File: src/rtl/seg7_scan_driver_pkg.sv
// Shared constants for the 7-segment display path: active-low segment patterns
// ({g,f,e,d,c,b,a}), the all-off anode word and the slot-to-anode helper.
package seg7_scan_driver_pkg;

  localparam logic [6:0] SEG_0    = 7'b1000000;
  localparam logic [6:0] SEG_1    = 7'b1111001;
  localparam logic [6:0] SEG_2    = 7'b0100100;
  localparam logic [6:0] SEG_3    = 7'b0110000;
  localparam logic [6:0] SEG_4    = 7'b0011001;
  localparam logic [6:0] SEG_5    = 7'b0010010;
  localparam logic [6:0] SEG_6    = 7'b0000010;
  localparam logic [6:0] SEG_7    = 7'b1111000;
  localparam logic [6:0] SEG_8    = 7'b0000000;
  localparam logic [6:0] SEG_9    = 7'b0010000;
  localparam logic [6:0] SEG_DASH = 7'b0111111;
  localparam logic [6:0] SEG_OFF  = 7'b1111111;

  localparam logic [3:0] AN_OFF   = 4'b1111;
  localparam int         NUM_DIGITS = 4;

  typedef logic [1:0] slot_t;

  // Active-low one-cold anode word for a scan slot; slot 0 is the rightmost digit.
  function automatic logic [3:0] slot_anode(input slot_t s);
    return ~(4'b0001 << s);
  endfunction

endpackage

File: src/rtl/bcd_to_seg7.sv
// Combinational BCD to active-low 7-segment decoder; codes 10..15 show a dash.
// Shared with the alarm/date display.
module bcd_to_seg7
  import seg7_scan_driver_pkg::*;
(
  input  logic [3:0] bcd,
  output logic [6:0] seg
);

  always_comb begin
    seg = SEG_DASH;
    case (bcd)
      4'd0:    seg = SEG_0;
      4'd1:    seg = SEG_1;
      4'd2:    seg = SEG_2;
      4'd3:    seg = SEG_3;
      4'd4:    seg = SEG_4;
      4'd5:    seg = SEG_5;
      4'd6:    seg = SEG_6;
      4'd7:    seg = SEG_7;
      4'd8:    seg = SEG_8;
      4'd9:    seg = SEG_9;
      default: seg = SEG_DASH;
    endcase
  end

endmodule

File: src/rtl/seg7_scan_driver.sv
// Time-multiplexed HH:MM driver for a 4-digit common-anode display with
// leading-zero blanking, per-digit blink and decimal-point control.
module seg7_scan_driver
  import seg7_scan_driver_pkg::*;
#(
  parameter int SCAN_DIV  = 50000,
  parameter int BLINK_DIV = 500
) (
  input  logic       clk,
  input  logic       ncr,
  input  logic       en,
  input  logic [3:0] d0,
  input  logic [3:0] d1,
  input  logic [3:0] d2,
  input  logic [3:0] d3,
  input  logic       lzb,
  input  logic [3:0] blink_mask,
  input  logic [3:0] dp_mask,
  output logic [3:0] an,
  output logic [6:0] seg,
  output logic       dp
);

  localparam int PW = (SCAN_DIV  > 1) ? $clog2(SCAN_DIV)  : 1;
  localparam int BW = (BLINK_DIV > 1) ? $clog2(BLINK_DIV) : 1;
  localparam logic [PW-1:0] PS_LAST = PW'(SCAN_DIV - 1);
  localparam logic [BW-1:0] BC_LAST = BW'(BLINK_DIV - 1);

  logic [PW-1:0] ps_reg, ps_next;
  slot_t         sel_reg, sel_next;
  logic [BW-1:0] bc_reg, bc_next;
  logic          phase_reg, phase_next;
  logic [3:0]    an_reg, an_next;
  logic [6:0]    seg_reg, seg_next;
  logic          dp_reg, dp_next;
  logic          tick;

  logic [3:0] digit [NUM_DIGITS];
  logic [6:0] dec_seg [NUM_DIGITS];
  logic [3:0] blank_vec;

  assign digit[0] = d0;
  assign digit[1] = d1;
  assign digit[2] = d2;
  assign digit[3] = d3;

  // Every digit is decoded in parallel so the slot mux sits after the decoders.
  generate
    for (genvar gi = 0; gi < NUM_DIGITS; gi++) begin : g_digit
      bcd_to_seg7 u_dec (
        .bcd (digit[gi]),
        .seg (dec_seg[gi])
      );
      if (gi == NUM_DIGITS - 1) begin : g_lead
        assign blank_vec[gi] = (blink_mask[gi] & phase_reg) | (lzb & (d3 == 4'd0));
      end else begin : g_other
        assign blank_vec[gi] = blink_mask[gi] & phase_reg;
      end
    end
  endgenerate

  assign tick = en && (ps_reg == PS_LAST);

  always_comb begin
    ps_next    = ps_reg;
    sel_next   = sel_reg;
    bc_next    = bc_reg;
    phase_next = phase_reg;
    if (en) begin
      ps_next = tick ? '0 : ps_reg + 1'b1;
    end
    if (tick) begin
      sel_next = sel_reg + 2'd1;
      if (bc_reg == BC_LAST) begin
        bc_next    = '0;
        phase_next = ~phase_reg;
      end else begin
        bc_next = bc_reg + 1'b1;
      end
    end
  end

  // Outputs are built from pre-edge sel/phase, so a slot change and a phase
  // toggle on the same edge take effect on the display one clock later.
  always_comb begin
    an_next  = AN_OFF;
    seg_next = SEG_OFF;
    dp_next  = 1'b1;
    if (en && !blank_vec[sel_reg]) begin
      an_next  = slot_anode(sel_reg);
      seg_next = dec_seg[sel_reg];
      dp_next  = ~dp_mask[sel_reg];
    end
  end

  always_ff @(posedge clk or posedge ncr) begin
    if (ncr) begin
      ps_reg    <= '0;
      sel_reg   <= '0;
      bc_reg    <= '0;
      phase_reg <= 1'b0;
      an_reg    <= AN_OFF;
      seg_reg   <= SEG_OFF;
      dp_reg    <= 1'b1;
    end else begin
      ps_reg    <= ps_next;
      sel_reg   <= sel_next;
      bc_reg    <= bc_next;
      phase_reg <= phase_next;
      an_reg    <= an_next;
      seg_reg   <= seg_next;
      dp_reg    <= dp_next;
    end
  end

  assign an  = an_reg;
  assign seg = seg_reg;
  assign dp  = dp_reg;

endmodule

File: config.mk
export PLATFORM = sky130hd
export DESIGN_NAME = seg7_scan_driver
export DESIGN_NICKNAME = d
export VERILOG_FILES = /design/src/rtl/seg7_scan_driver_pkg.sv /design/src/rtl/bcd_to_seg7.sv /design/src/rtl/seg7_scan_driver.sv
export SDC_FILE = /design/constraint.sdc
export NUM_CORES = 1
export LEC_CHECK = 0
export ABC_CLOCK_PERIOD_IN_PS = 5100
export CAP_MARGIN = 20
export CORE_ASPECT_RATIO = 2
export CORE_MARGIN = 2
export CORE_UTILIZATION = 50
export CTS_BUF_LIST = sky130_fd_sc_hd__clkbuf_16
export DETAILED_ROUTE_END_ITERATION = 6
export GPL_TIMING_DRIVEN = 0
export PLACE_DENSITY = 0.74
export SETUP_SLACK_MARGIN = 0.4
export SLEW_MARGIN = 20
export SYNTH_ARGS = -nofsm -noshare
export SYNTH_HDL_FRONTEND = slang
export SYNTH_HIERARCHICAL = 1
export SYNTH_SLANG_ARGS = --single-unit
File: constraint.sdc
create_clock -name clk -period 5.1 [get_ports clk]
set_input_delay 1.275 -clock clk [delete_from_list [all_inputs] [get_ports clk]]
set_output_delay 1.275 -clock clk [all_outputs]
set_load 0.03 [all_outputs]
==> results.sh <==
export IMPL_io_buffers=35
export IMPL_postRouteAntennaNets=0
export IMPL_ys_seq_area_frac=0.3402
export IMPL_netlist_area_um2=2987
export IMPL_cellLeakagePower_uw=0.001632
export IMPL_critical_path_required_ns=5.30
export IMPL_fin_crit_ns=3.069
export IMPL_critPathCaptureType="flip-flop"
export IMPL_setup_tns_ns=0
export IMPL_yosys_area_top_type="dfrtp_1"
export IMPL_mostFrequentLayoutCells="clkdlybuf4s50_1, inv_1, dfrtp_1"
export IMPL_fin_nets=402
export IMPL_cts_buffers_inserted=5
export IMPL_cts_max_level=2
export IMPL_place_area_um2=3433
export IMPL_drtIter0Drc=80
export IMPL_hold_viol=0
export IMPL_hold_buffers=0
export IMPL_arrival_ns=3.27
export IMPL_antenna_found_initial=0
export IMPL_totalWireLength_um=6448
export IMPL_rows=39
export IMPL_synth_cells=305
export IMPL_viasPerCell=5.763
export IMPL_die_w_um=58.65
export IMPL_p_comb_frac=0.204
export IMPL_pwr_share_clk=0.353
export IMPL_largest_reg_flops=16
export IMPL_rr_startpoint="ps_reg[5]"
export IMPL_cts_clk_slew_worst_paths_ns=0.06
export IMPL_swShare=0.2828
export IMPL_core_um2=5758
export IMPL_clock_sinks=40
export IMPL_grt_overflow_total=0
export IMPL_synthFlopType="dfrtp_1"
export IMPL_p_int_uw=614.2
export IMPL_peakVddDrop_v=0.0001348
export IMPL_async_flop_share=1.000
export IMPL_grt_pass1_vias=2403
export IMPL_die_h_um=113.3
export IMPL_synth_area_per_cell_um2=9.792
export IMPL_place_gp_congestion=0.7577
export IMPL_yosys_warnings=6
export IMPL_critPathLaunchType="input pin"
export IMPL_grt_pass1_wl_um=10770
export IMPL_relSlewSlack=0.5962
export IMPL_track_usage=0.2135
export IMPL_violations="design-rule violations"
export IMPL_synth_seq_cells=40
export IMPL_startpoint="d3[1]"
export IMPL_fin_crit_sh=0.6018
export IMPL_vias=2363
export IMPL_cts_root_buf="clkbuf_16"
export IMPL_grt_max_degree=33
export IMPL_synth_fp_nets=359
export IMPL_hp_class="reg -> reg"
export IMPL_areaGrowthSynthToFinish_pct=19.69
export IMPL_insertion_delay_ns=0.29
export IMPL_hpwl_um=5119
export IMPL_path_class="in -> reg"
export IMPL_maxCapViolCount=0
export IMPL_initial_core_util=0.5187
export IMPL_ctsResizeCount=0
export IMPL_worstHoldStart="bc_reg[8]"
export IMPL_drive_gt1_frac=0.1547
export IMPL_io_pins=40
export IMPL_dieArea_um2=6645
export IMPL_synth_edf_count=0
export IMPL_synth_top_cell_area_share=0.2346
export IMPL_switchingPower_uw=242.1
export IMPL_status="complete, but fails checks"
export IMPL_firstDrtPassIters=7
export IMPL_worst_slew_pin_slew_ns=0.5976
export IMPL_fmax_ghz=0.3258
export IMPL_ys_top_cells_by_area="dfrtp_1, ha_1, dfstp_2, mux4_2, inv_1"
export IMPL_drv_slew=0
export IMPL_rsz0062_at_grt="false"
export IMPL_seqPwrFrac=0.442
export IMPL_setup_viol=0
export IMPL_finalClockSkew_ns=0.008658
export IMPL_power_density_nw_per_um2=239.6
export IMPL_path_max_fanout=8
export IMPL_wl_per_cell_um=15.73
export IMPL_n_antenna_cell=0
export IMPL_clockBufferDepth=2
export IMPL_final_common_cell="clkdlybuf4s50_1"
export IMPL_synth_distinct_cells=47
export IMPL_final_cell_area_um2=3575
export IMPL_drc=3
export IMPL_post_cts_setup_buffers=0
export IMPL_cts_tree="yes"
-- worst max-delay path, cell delays in order --
cell and delay, ns:
clkdlybuf4s50_1 0.67, inv_1 0.13, ha_1 0.20, mux2i_1 0.20
a22oi_1 0.14, mux4_2 0.48, nand2b_1 0.16
-- logic make-up after synthesis --
kind of cell,share of synthesized area
flops,0.3402
simple gates,0.2392
buf+inv,0.07205
fa+ha+maj,0.1089
compound gates,0.1114
mux,0.08127
xor+xnor,0.04692
-- final timing paths --
kind | to | slack (ns) | cells past startpoint
max | seg[3] | 2.03 | 7
min | bc_reg[8] | 0.47 | 1
max reg2reg | bc_reg[5] | 2.90 | 5
min reg2reg | bc_reg[8] | 0.47 | 1
max in group asynchronous | seg[6] | 3.39 | 3
min in group asynchronous | ps_reg[13] | 1.21 | 2
-- synth_stat cells, types with 6 or more instances --
cell type,n
mux4_2,9
o21ai_0,14
o31ai_1,6
ha_1,26
nand4_1,7
nand3_1,9
a21oi_1,13
nand2_1,21
dfstp_2,12
nor2_1,17
dfrtp_1,28
inv_1,28
nand2b_1,11
a22oi_1,9
buf_6,7
xnor2_1,11
-- power groups by stage --
| stage | registers [µW] | clock network [µW] | logic, µW |
|---|---|---|---|
| floorplan | 386 | 0 | 106 |
| global placement | 383 | 0 | 168 |
| detailed placement | 384 | 0 | 174 |
| CTS | 378 | 311 | 176 |
| global route | 381 | 326 | 194 |
| finish | 379 | 303 | 175 |
-- area by class of cell --
class                   instances  area [µm²]
flip-flops and latches         40        1016
repair buffers                 36       370.4
inverters                      28       105.1
clock buffers                   5       125.1
multi-input cells             223        1755
well taps                      61       76.32
plain buffers                  14       110.1
fillers                       516        2183
clock inverters                 3       16.27
-- metrics by stage --
stage	hold slack, ns	total power (µW)	setup WS (ns)	utilization	cells
6_report	0.4675	856.3	2.031	0.6208	410
3_3_place_gp	0.4531	550.2	1.814	0.5928	401
4_1_cts	0.4738	864.3	2.048	0.6208	410
5_1_grt	0.5092	901.6	1.930	0.6208	410
3_5_place_dp	0.4654	557.8	1.751	0.5963	402
2_1_floorplan	0.4306	491.5	2.205	-	305
-- layer usage --
metal,GRT usage,up-vias,part of all wire,wire [µm]
met5,0,-,0,0
met4,0.1258,0,0.050,323
met2,0.4082,52,0.59,3786
li1,-,1146,-,-
met1,0.2016,1146,0.34,2178
met3,0.02971,19,0.025,160
Note: power is estimated with default switching activity, not from simulation.
